===== src/rtl/top.sv =====
// top: registered 2-input logic functions; `define TOP_SWITCH_LEVEL_EN for a CMOS switch-level gate build
`ifdef TOP_SWITCH_LEVEL_EN
module top_inv (
  output wire o,
  input  wire a
);
  supply1 vdd;
  supply0 gnd;
  pmos p0 (o, vdd, a);
  nmos n0 (o, gnd, a);
endmodule

module top_nand (
  output wire o,
  input  wire a,
  input  wire b
);
  supply1 vdd;
  supply0 gnd;
  wire m;
  pmos p0 (o, vdd, a);
  pmos p1 (o, vdd, b);
  nmos n0 (o, m, a);
  nmos n1 (m, gnd, b);
endmodule

module top_nor (
  output wire o,
  input  wire a,
  input  wire b
);
  supply1 vdd;
  supply0 gnd;
  wire m;
  pmos p0 (m, vdd, a);
  pmos p1 (o, m, b);
  nmos n0 (o, gnd, a);
  nmos n1 (o, gnd, b);
endmodule
`endif

module top (
  input  logic clk,
  input  logic rst,
  input  logic x,
  input  logic y,
  output logic not_x,
  output logic nand_out,
  output logic nor_out,
  output logic and_out,
  output logic or_out,
  output logic xor_out,
  output logic xnor_out
);
`ifdef TOP_SWITCH_LEVEL_EN
  wire nx, nd, nr, an, orr, xo, xn, xa, xb;
  top_inv  u_nx  (.o(nx),  .a(x));
  top_nand u_nd  (.o(nd),  .a(x),  .b(y));
  top_nor  u_nr  (.o(nr),  .a(x),  .b(y));
  top_inv  u_an  (.o(an),  .a(nd));
  top_inv  u_or  (.o(orr), .a(nr));
  top_nand u_xa  (.o(xa),  .a(x),  .b(nd));
  top_nand u_xb  (.o(xb),  .a(y),  .b(nd));
  top_nand u_xo  (.o(xo),  .a(xa), .b(xb));
  top_inv  u_xn  (.o(xn),  .a(xo));
`else
  logic nx, nd, nr, an, orr, xo, xn;
  assign nx  = ~x;
  assign nd  = ~(x & y);
  assign nr  = ~(x | y);
  assign an  = x & y;
  assign orr = x | y;
  assign xo  = x ^ y;
  assign xn  = ~(x ^ y);
`endif
  logic [6:0] q;
  // capture all seven functions from the same edge; reset clears them asynchronously
  always_ff @(posedge clk or posedge rst)
    if (rst) q <= '0;
    else q <= {nx, nd, nr, an, orr, xo, xn};
  assign {not_x, nand_out, nor_out, and_out, or_out, xor_out, xnor_out} = q;
endmodule


===== config.mk =====
export PLATFORM = sky130hd
export DESIGN_NAME = top
export DESIGN_NICKNAME = d
export VERILOG_FILES = /design/src/rtl/top.sv
export SDC_FILE = /design/constraint.sdc
export NUM_CORES = 1
export LEC_CHECK = 0
export CAP_MARGIN = 20
export CORE_AREA = 2 2 39 41
export DETAILED_ROUTE_END_ITERATION = 16
export DIE_AREA = 0 0 41 43
export PLACE_DENSITY = 0.52
export SYNTH_ARGS = -nofsm -noshare
export SYNTH_HDL_FRONTEND = slang
export SYNTH_SLANG_ARGS = --single-unit

===== constraint.sdc =====
create_clock -name clk -period 0.8 [get_ports clk]
set_input_delay 0.12 -clock clk [delete_from_list [all_inputs] [get_ports clk]]
set_output_delay 0.12 -clock clk [all_outputs]
set_load 0.1 [all_outputs]

Yosys cells after proc, flatten, opt, wreduce, memory -nomap -nowiden
Cells that the tools add are included.
{"block": "totals", "regBits": 7, "input_bits": 4, "out_inout_bits": 7, "wordCells": 8}
{"block": "op_classes", "bitwise_logic": 7}
{"operator": "1-bit inverter", "count": 4}
{"operator": "1-bit bitwise AND", "count": 1}
{"operator": "1-bit OR", "count": 1}
{"operator": "1-bit XOR", "count": 1}

Logic depth before layout (Yosys ltp)
{"block": "depth", "word_depth": 2, "depth_mapped": 3, "mapped_depth_nobuf": 3}

Worst setup path before layout
No wires, ideal clock.
{"block": "synth_timing", "path_type": "reg2out", "startpoint": "register q[3]", "endpoint": "output port and_out", "arrival_ns": 0.883, "required_time_ns": 0.680, "setup_slack_ns": -0.203, "stages_incl_launch_ff": 1, "n_path_buf": 0, "cell_sequence": "dfrtp_1"}
{"item": "from (decl)", "line_no": "76", "source": "logic [6:0] q;"}
{"item": "from (signal assigned)", "line_no": "80", "source": "else q <= {nx, nd, nr, an, orr, xo, xn};"}
{"item": "to (decl)", "line_no": "50", "source": "output logic and_out,"}
No word-level cell between the ends.

Final worst setup path
{"block": "layout_timing", "startpoint": "register q[5]", "endpoint": "output port nand_out"}
{"item": "to (decl)", "line_no": "48", "source": "output logic nand_out,"}
No word-level cell between the ends.

==> impl_metrics.env <==
export IMPL_ys_ff_latch=7
export IMPL_core_rowCount=14
export IMPL_cts_root_buffer="sky130_fd_sc_hd__clkbuf_4"
export IMPL_num_fill_cells=136
export IMPL_grt_pass1_wl_um=621
export IMPL_largest_register="q"
export IMPL_die_height_um=43
export IMPL_ys_warnings_count=0
export IMPL_met3_length_um=66
export IMPL_dieWidth_um=41
export IMPL_grt_overflow=0
export IMPL_violations="setup timing"
export IMPL_drt_wl_total_um=380
export IMPL_synth_mux_area_share_pct=0
export IMPL_max_transition_margin_pct=84.4
export IMPL_netlist_top_cell_by_area="sky130_fd_sc_hd__dfrtp_1"
export IMPL_min_delay_path_class="in -> async"
export IMPL_clock_tree_from_tritoncts="built"
export IMPL_worst_slack_ps=-142
export IMPL_detail_route_wirelength_met1_um=99
export IMPL_post_cts_setup_buffers=0
export IMPL_slowest_delay_ps=410
export IMPL_grt_usage_pct=6.71
export IMPL_cts_max_path_bufs=2
export IMPL_hold_buffers=0
export IMPL_detailedPlace_worstSlack_ps=-322
export IMPL_synth_seq_area_share_pct=70.7
export IMPL_p_per_area_nw_per_um2=2060
export IMPL_cp_num_cells=1
export IMPL_drive_gt1_share_pct=67.6
export IMPL_routed_via_density=3.42
export IMPL_post_synth_cell_area_avg_um2=14.6
export IMPL_area_growth_synth_to_final_pct=104
export IMPL_worst_path_dominant_cell_family="flip-flops"
export IMPL_tritoncts_num_buffers=3
export IMPL_setup_violations=7
export IMPL_dr_total_vias=171
export IMPL_synthesized_instance_count=17
export IMPL_synth_xor_area_share_pct=0
export IMPL_crit_path_max_fanout=1
export IMPL_final_slew_violations=0
export IMPL_route_top_layer_used="met4"
export IMPL_wl_per_cell_um=7.60
export IMPL_max_clock_freq_mhz=1060
export IMPL_gp_routability_congestion=0.585
export IMPL_timing_final_crit_period_ps=942
export IMPL_critPathBufInv=1
export IMPL_detail_route_antenna_nets=0
export IMPL_vias_in_the_first_global_route=165
export IMPL_count_of_maximum_capacitance_violations=0
export IMPL_synth_cell_types=3
export IMPL_timing_final_crit_share_pct=118
export IMPL_power_w=0.00104
export IMPL_syn_nets=25
export IMPL_path_cells="buf_12"
export IMPL_syn_cell_area_um2=248
export IMPL_multi_input_comb_area_um2=62.6
export IMPL_synth_top_cell_area_share_pct=70.7
export IMPL_num_antenna_cells=0
export IMPL_cp_slowest_cell="sky130_fd_sc_hd__dfrtp_2"
export IMPL_hold_viol=0
export IMPL_worst_setup_path_startpoint="q[5]"
export IMPL_power_static_leakage_nw=0.240
export IMPL_place_port_buffers=10
export IMPL_critical_path_startpoint_type="flip-flop"
export IMPL_initial_core_util_pct=17.9
export IMPL_core_area_um2=1380
export IMPL_detailedPlacementHpwl_um=320
export IMPL_grt_setup_unrepaired="true"
export IMPL_crit_arrival_ps=820
export IMPL_compound_cell_area_share_of_the_yosys_netlist_pct=0
export IMPL_cts_htree_levels=1
export IMPL_grt_start_max_net_pins=8
export IMPL_total_area_of_sequential_cells_um2=184
export IMPL_end_point_of_the_critical_path="nand_out"
export IMPL_reg_largest_list="q: 7 flops"
export IMPL_met2_wirelength_um=189
export IMPL_number_of_antenna_violations_at_the_first_check_in_global_routing=0
export IMPL_flip_flop_count_of_the_largest_register_all_copies_and_words_added=7
export IMPL_clk_pin_slew_worst_paths_ps=50
export IMPL_worstSetupEndpointType="output pin"
export IMPL_worst_ep_required_time_ps=680
export IMPL_timing_setup_tns_ps=-979
export IMPL_criticalPathCategory="reg -> out"
export IMPL_synthTopCellsByArea="sky130_fd_sc_hd__dfrtp_1, sky130_fd_sc_hd__ha_1, sky130_fd_sc_hd__inv_1"
export IMPL_synth_top_family_by_area="adder cells"
export IMPL_io_count=11
export IMPL_first_iter_violations=0
export IMPL_adder_cell_share_of_the_synthesized_area_pct=20.2
export IMPL_synthesized_area_fraction_occupied_by_and_or_nand_nor_cells_pct=0
export IMPL_nets=43
export IMPL_floorplan_die_area_um2=1760
export IMPL_outcome="finished, violations left"
export IMPL_ir_worst_vdd_uv=594
export IMPL_firstDrtPassIters=1
export IMPL_clock_sinks=7
export IMPL_residual_drc_count=0
export IMPL_tightestPinTransition_ps=234
[placed cells by master, fill, tap and decap left out]
cell | Yosys | routed
sky130_fd_sc_hd__buf_12 | 0 | 7
sky130_fd_sc_hd__clkbuf_4 | 0 | 3
sky130_fd_sc_hd__inv_2 | 0 | 2
sky130_fd_sc_hd__buf_4 | 0 | 3
sky130_fd_sc_hd__clkdlybuf4s50_1 | 0 | 1
sky130_fd_sc_hd__ha_4 | 0 | 1
sky130_fd_sc_hd__dlygate4sd2_1 | 0 | 2
sky130_fd_sc_hd__inv_1 | 6 | 4
sky130_fd_sc_hd__clkbuf_1 | 0 | 1
sky130_fd_sc_hd__dfrtp_2 | 0 | 7
sky130_fd_sc_hd__ha_1 | 4 | 3
[where the power goes]
part / internal (W) / switching, W
registers: 0.000383 / 0.0000185
clock network: 0.000190 / 0.000118
logic: 0.000119 / 0.000211
[what timing repair did]
item,in CTS,in global routing
pin swaps,0,0
endpoints found under the setup margin,10,7
hold endpoints to repair,0,0
gates resized for setup,5,0
[cells in the mapped netlist, drive strengths merged]
| cell type | count |
|---|---|
| inv | 6 |
| ha | 4 |
| dfrtp | 7 |
[cells by family after synthesis]
| group | after synthesis |
|---|---|
| flip-flops | 7 |
| buffers and inverters | 6 |
| adder cells (fa/ha/maj) | 4 |
[metrics by stage]
step	cells	util, %	area [µm²]	hold WS, ps
3_3_place_gp	46	33.9	469	360
6_report	50	36.5	505	90.1
3_5_place_dp	46	33.9	469	353
4_1_cts	50	36.5	505	95.9
2_1_floorplan	17	-	256	-76.5
5_1_grt	50	36.5	505	96.1
[area by class of cell]
| cell class | instances | area share, % |
|---|---|---|
| inverters | 6 | 4.46 |
| clock buffers | 4 | 5.20 |
| well taps | 16 | 3.96 |
| multi-input cells | 4 | 12.4 |
| repair buffers | 13 | 37.6 |
| flip-flops and latches | 7 | 36.4 |
[layer usage]
layer / vias up / GRT usage [%]
met5: - / 0
met4: 0 / 10.0
met3: 3 / 6.28
met2: 14 / 8.44
met1: 75 / 4.01
li1: 79 / -
[how the worst min path moves through the flow]
stage                      end  depth (start not counted)
after floorplan           q[0]                          1
after global placement    q[4]                          2
after detailed placement  q[4]                          2
after CTS                 q[2]                          2
after global routing      q[1]                          2
final                     q[4]                          2
No activity file was read; power rests on OpenSTA's default activity.
